`config.mk`:
```
export PLATFORM = sky130hd
export DESIGN_NAME = restoring_divider
export DESIGN_NICKNAME = d
export VERILOG_FILES = /design/src/rtl/restoring_divider.sv
export SDC_FILE = /design/constraint.sdc
export NUM_CORES = 1
export LEC_CHECK = 0
export ABC_AREA = 1
export ABC_CLOCK_PERIOD_IN_PS = 1590
export CORE_ASPECT_RATIO = 0.6
export CORE_MARGIN = 4
export CORE_UTILIZATION = 46
export CTS_CLUSTER_DIAMETER = 40
export DETAILED_ROUTE_END_ITERATION = 16
export GPL_TIMING_DRIVEN = 0
export PLACE_DENSITY_LB_ADDON = 0.15
export REMOVE_ABC_BUFFERS = 1
export SYNTH_ARGS = -nofsm -noshare
export SYNTH_HDL_FRONTEND = slang
export SYNTH_SLANG_ARGS = --single-unit
```
`constraint.sdc`:
```
create_clock -name clk -period 1.59 [get_ports clk]
set_clock_uncertainty 0.05 [all_clocks]
set_input_delay 0.318 -clock clk [delete_from_list [all_inputs] [get_ports clk]]
set_output_delay 0.318 -clock clk [all_outputs]
set_load 0.02 [all_outputs]
```
`src/rtl/restoring_divider.sv`:
```
`timescale 1ns/1ps
// -----------------------------------------------------------------------------
// restoring_divider
//
// Sequential 4-bit unsigned restoring divider for the Basys3 board. On a start
// button press the dividend (sw[3:0]) and divisor (sw[7:4]) are latched, then a
// one-bit-per-cycle shift/subtract loop produces quotient and remainder, which
// are shown on the LEDs together with busy / divide-by-zero / done flags.
//
// Ports:
//   clk        board clock, all state on the rising edge
//   rst_n      asynchronous active-low reset
//   sw[7:0]    sw[3:0] = dividend A, sw[7:4] = divisor B (unsigned)
//   btn_start  asynchronous start button, active-high
//   led[15:0]  [3:0] quotient, [7:4] remainder, [12:8] zero,
//              [13] busy, [14] dbz, [15] done
//
// Parameters:
//   DBNC_CYCLES  stable cycles required by the optional button debouncer
//
// Compile-time option:
//   RESTORING_DIVIDER_DBNC_EN  inserts a debouncer between the synchronizer
//                              and the edge detector (adds DBNC_CYCLES cycles
//                              of start latency). Undefined: no debouncer.
// -----------------------------------------------------------------------------
module restoring_divider #(
    parameter int DBNC_CYCLES = 16
) (
    input  logic        clk,
    input  logic        rst_n,
    input  logic [7:0]  sw,
    input  logic        btn_start,
    output logic [15:0] led
);

    typedef enum logic [1:0] {
        S_IDLE = 2'd0,
        S_RUN  = 2'd1,
        S_DONE = 2'd2
    } state_t;

    state_t     state_q, state_d;

    // Start path: two-flop synchronizer, then a delay flop for edge detection.
    logic       s1_q, s2_q, s3_q;
    logic       start_lvl;      // synchronized (optionally debounced) level
    logic       start_pulse;

    // Datapath. The partial remainder is always below the divisor, so it is
    // stored in 4 bits; the 5th bit only exists transiently after the shift.
    logic [3:0] rem_q, rem_d;
    logic [3:0] quo_q, quo_d;
    logic [3:0] b_q, b_d;
    logic [1:0] count_q, count_d;
    logic [3:0] q_q, q_d;
    logic [3:0] r_q, r_d;
    logic       dbz_q, dbz_d;

    logic [4:0] sh_rem;
    logic [3:0] sh_quo;
    logic [4:0] trial;

    always_ff @(posedge clk or negedge rst_n) begin
        if (!rst_n) begin
            s1_q <= 1'b0;
            s2_q <= 1'b0;
            s3_q <= 1'b0;
        end else begin
            s1_q <= btn_start;
            s2_q <= s1_q;
            s3_q <= start_lvl;
        end
    end

`ifdef RESTORING_DIVIDER_DBNC_EN
    localparam int DCW = $clog2(DBNC_CYCLES + 1);

    logic [DCW-1:0] dcnt_q, dcnt_d;
    logic           dlvl_q, dlvl_d;

    // The level follows s2 only after s2 has disagreed with it for
    // DBNC_CYCLES consecutive cycles; any agreement restarts the count.
    always_comb begin
        dcnt_d = '0;
        dlvl_d = dlvl_q;
        if (s2_q != dlvl_q) begin
            if (dcnt_q == DCW'(DBNC_CYCLES - 1)) begin
                dlvl_d = s2_q;
            end else begin
                dcnt_d = dcnt_q + 1'b1;
            end
        end
    end

    always_ff @(posedge clk or negedge rst_n) begin
        if (!rst_n) begin
            dcnt_q <= '0;
            dlvl_q <= 1'b0;
        end else begin
            dcnt_q <= dcnt_d;
            dlvl_q <= dlvl_d;
        end
    end

    assign start_lvl = dlvl_q;
`else
    // Without the debouncer the parameter has no effect.
    logic unused_dbnc;
    assign unused_dbnc = (DBNC_CYCLES > 0);

    assign start_lvl = s2_q;
`endif

    assign start_pulse = start_lvl & ~s3_q;

    always_ff @(posedge clk or negedge rst_n) begin
        if (!rst_n) begin
            state_q <= S_IDLE;
            rem_q   <= '0;
            quo_q   <= '0;
            b_q     <= '0;
            count_q <= '0;
            q_q     <= '0;
            r_q     <= '0;
            dbz_q   <= 1'b0;
        end else begin
            state_q <= state_d;
            rem_q   <= rem_d;
            quo_q   <= quo_d;
            b_q     <= b_d;
            count_q <= count_d;
            q_q     <= q_d;
            r_q     <= r_d;
            dbz_q   <= dbz_d;
        end
    end

    always_comb begin
        state_d = state_q;
        rem_d   = rem_q;
        quo_d   = quo_q;
        b_d     = b_q;
        count_d = count_q;
        q_d     = q_q;
        r_d     = r_q;
        dbz_d   = dbz_q;

        // {rem, quo} shifted left by one, then trial subtraction of the divisor.
        sh_rem  = {rem_q, quo_q[3]};
        sh_quo  = {quo_q[2:0], 1'b0};
        trial   = sh_rem - {1'b0, b_q};

        case (state_q)
            S_IDLE, S_DONE: begin
                if (start_pulse) begin
                    b_d     = sw[7:4];
                    rem_d   = '0;
                    quo_d   = sw[3:0];
                    count_d = '0;
                    if (sw[7:4] == 4'd0) begin
                        state_d = S_DONE;
                        q_d     = 4'hF;
                        r_d     = sw[3:0];
                        dbz_d   = 1'b1;
                    end else begin
                        // Displayed result and flags stay until the new DONE.
                        state_d = S_RUN;
                        count_d = 2'd3;
                    end
                end
            end
            S_RUN: begin
                // Negative trial (borrow in bit 4) restores the shifted value.
                if (trial[4]) begin
                    rem_d = sh_rem[3:0];
                    quo_d = sh_quo;
                end else begin
                    rem_d = trial[3:0];
                    quo_d = {sh_quo[3:1], 1'b1};
                end
                if (count_q == 2'd0) begin
                    state_d = S_DONE;
                    q_d     = quo_d;
                    r_d     = rem_d;
                    dbz_d   = 1'b0;
                end else begin
                    count_d = count_q - 2'd1;
                end
            end
            default: begin
                state_d = S_IDLE;
            end
        endcase
    end

    assign led = {(state_q == S_DONE), dbz_q, (state_q == S_RUN), 5'b00000, r_q, q_q};

endmodule
```
==> flow_summary.ini <==
[detailed_routing]
vias = 1258
post-route-drc-count = 0
drtIter0Drc = 68
routed_wl_um = 3413
firstDrtPassIters = 4
wire_per_inst_um = 13.38
vias_per_cell = 4.933
ant_nets = 0

[worst_hold_path]
hp-class = in2async

[final_layout]
drive_gt1_share_pct = 24.41
final_cell_area_um2 = 1976
diodes = 0
finalNetCount = 231
post-route-util_pct = 66.21
area_growth_pct = 32.80
layout.filler_cells = 236

[place]
port_buffers = 21
dpl_cell_area_um2 = 1705
gp_congestion = 0.7540
hpwlAfterDp_um = 2251

[critical_path]
critPathMaxFanout = 5
worstSetupStartpoint = quo_q[3]$_DFFE_PN0P_
critPathArrivalTime_ns = 1.94
worstSetupStartpointType = flip-flop
r2r_cells = 12
worstSetupPathType = reg2reg
required_ns = 1.76
crit_path_end_kind = flip-flop
ff2ff_setup_slack_ns = -0.18
timing.rr.start = quo_q[3]$_DFFE_PN0P_
r2r-end = r_q[2]$_DFFE_PN0P_

[power_and_ir_drop]
power.total_mw = 4.102
leakage_nw = 0.9836
irDropWorstVdd_mv = 0.8141
power_density_nw_per_um2 = 2076

[logic_synthesis]
yosysWarnings = 0
postSynthAreaPerCell_um2 = 8.219
netlist_instances = 181
syn_area_um2 = 1488
synth_cell_types = 22
synth_seq_cells = 28
ys_seq_area_share_pct = 47.10

[timing]
fin_crit_sh_pct = 111.2
setup_violations = 10
setup_ws_ns = -0.1778
finalMaxSlewViolations = 0
min_period_ns = 1.768
tightest_slew_ns = 0.6225
rsz0062_at_grt = true
maxSlewHeadroom_pct = 58.50
max_freq_ghz = 0.5657
whs_ns = -0.006988
finalHoldViolCount = 9

[run]
cap_violations = 0

[global_routing]
grt_pass1_wl_um = 5444
grt_pass1_vias = 1211
grtUsageTotal_pct = 17.09
grt_max_degree = 29
antenna_found_initial = 0
overflow = 0

[clocking]
cts_tree = yes
root_buffer = clkbuf_8
cts_sinks = 28
cts.clk_slew.worst_paths_ns = 0.10
cts_max_path_buffers = 2
hold_buffers = 0
insertion_delay_ns = 0.27
numCtsBuffers = 3
htreeDepth = 1

[status]
status = finished, violations left
violations = negative hold slack, negative setup slack

[floorplan]
core_area_um2 = 2984
die_height_um = 52.05
start_util_pct = 49.85
fp.dieW_um = 81.42
dieArea_um2 = 4238
ios = 27
rows = 15
Yosys cell counts (all sizes together):
cell | instances | share of area (%)
nand3 | 23 | 9.4
clkinv | 1 | 0.34
ha | 5 | 4.2
inv | 32 | 8.2
nor2 | 17 | 4.3
a31oi | 3 | 1.3
conb | 1 | 0.25
or2 | 4 | 1.7
fa | 1 | 1.3
o21ai | 12 | 4.0
buf | 9 | 4.0
a21oi | 7 | 2.4
mux2 | 1 | 0.76
nand2 | 34 | 9.1
o211ai | 2 | 1.0
xnor2 | 1 | 0.59
dfrtp | 28 | 47
registers in the layout, summed over array words and instances, names as in the netlist:
register / count
b_q: 4
count_q: 2
dbz_q: 1
q_q: 4
quo_q: 4
r_q: 4
rem_q: 4
s1_q: 1
s2_q: 1
s3_q: 1
state_q: 2
what timing repair did:
| item | CTS | global route |
|---|---|---|
| setup buffers | 1 | 11 |
| pin swaps | 6 | 4 |
| gates resized for setup | 36 | 14 |
| setup endpoints to repair | 51 | 15 |
how the worst max path moves through the flow:
| stage | endpoint | slack, ns | cells past startpoint |
|---|---|---|---|
| final | r_q[2]$_DFFE_PN0P_ | -0.18 | 12 |
| after global routing | r_q[2]$_DFFE_PN0P_ | -0.30 | 12 |
| after CTS | r_q[0]$_DFFE_PN0P_ | -0.17 | 11 |
| after detailed placement | r_q[3]$_DFFE_PN0P_ | -0.35 | 1 |
| after global placement | r_q[0]$_DFFE_PN0P_ | -0.28 | 12 |
| after floorplan | r_q[3]$_DFFE_PN0P_ | -0.12 | 11 |
cells by family after synthesis:
kind of cell | Yosys count | synth area share, %
AOI/OAI and AO/OA | 24 | 8.662
xor gates and xnor gates | 1 | 0.5888
adders and majority gates | 6 | 5.551
buffers and inverters | 42 | 12.61
DFF | 28 | 47.10
muxes | 1 | 0.7569
other | 1 | 0.2521
and+or+nand+nor | 78 | 24.47
worst max-delay path, stage by stage (launching register included):
cell and delay, ns:
dfrtp_1 0.38, inv_2 0.06, ha_4 0.16, fa_2 0.35, inv_2 0.09, nand2_2 0.05
nand2_2 0.08, nand3_2 0.08, nand2_4 0.13, nand3_2 0.10, nand3_2 0.09, nand2_1 0.05
inv_1 0.04
final cells by class:
class,instances,area [um2],share of cell area (%)
multi-input combinational,115,754.5,38.19
sequential,28,700.7,35.47
timing repair buffer,33,274.0,13.87
inverter,33,138.9,7.030
clock buffer,4,55.05,2.787
tap,42,52.55,2.660
routing by layer:
layer | GRT usage [%] | wire, um | share of wire [%] | up-vias
met4 | 2.809 | 31 | 0.91 | 0
met5 | 0 | 0 | 0 | -
li1 | - | - | - | 624
met1 | 21.46 | 1456 | 43 | 598
met3 | 4.671 | 186 | 5.4 | 4
met2 | 29.86 | 1738 | 51 | 32
cell usage in the layout, fill, tap and decap left out, drive strengths merged:
cell           synthesis  final
a21oi                  7      7
mux2                   1      1
dfrtp                 28     28
ha                     5      5
inv                   32     32
nor2                  17     17
conb                   1      5
fa                     1      1
clkbuf                 0      6
a31oi                  3      3
clkdlybuf4s50          0      9
nand2                 34     34
or2                    4      4
o21ai                 12     12
nand3                 23     23
buf                    9     13
clkinv                 1      1
xnor2                  1      1
dlygate4sd2            0      9
o211ai                 2      2
power breakdown:
| group | internal [mW] | switching (mW) | total (mW) | leakage (nW) |
|---|---|---|---|---|
| sequential | 1.01 | 0.178 | 1.19 | 0.328 |
| combinational | 0.955 | 1.51 | 2.46 | 0.627 |
| clock | 0.222 | 0.225 | 0.447 | 0.0288 |
| total | 2.19 | 1.91 | 4.10 | 0.984 |
through the flow:
step                      setup WS [ns]  setup TNS, ns  hold WS, ns  std cells
after floorplan                 -0.1199        -0.7158     -0.02759        176
after global placement          -0.2787         -10.18       0.2815        239
after detailed placement        -0.3486         -13.16       0.2856        239
after CTS                       -0.1747         -1.305       0.3091        244
after global routing            -0.2992         -2.505      0.03543        255
final                           -0.1778         -1.222    -0.006988        255
Note: power is estimated with default switching activity, not from simulation.
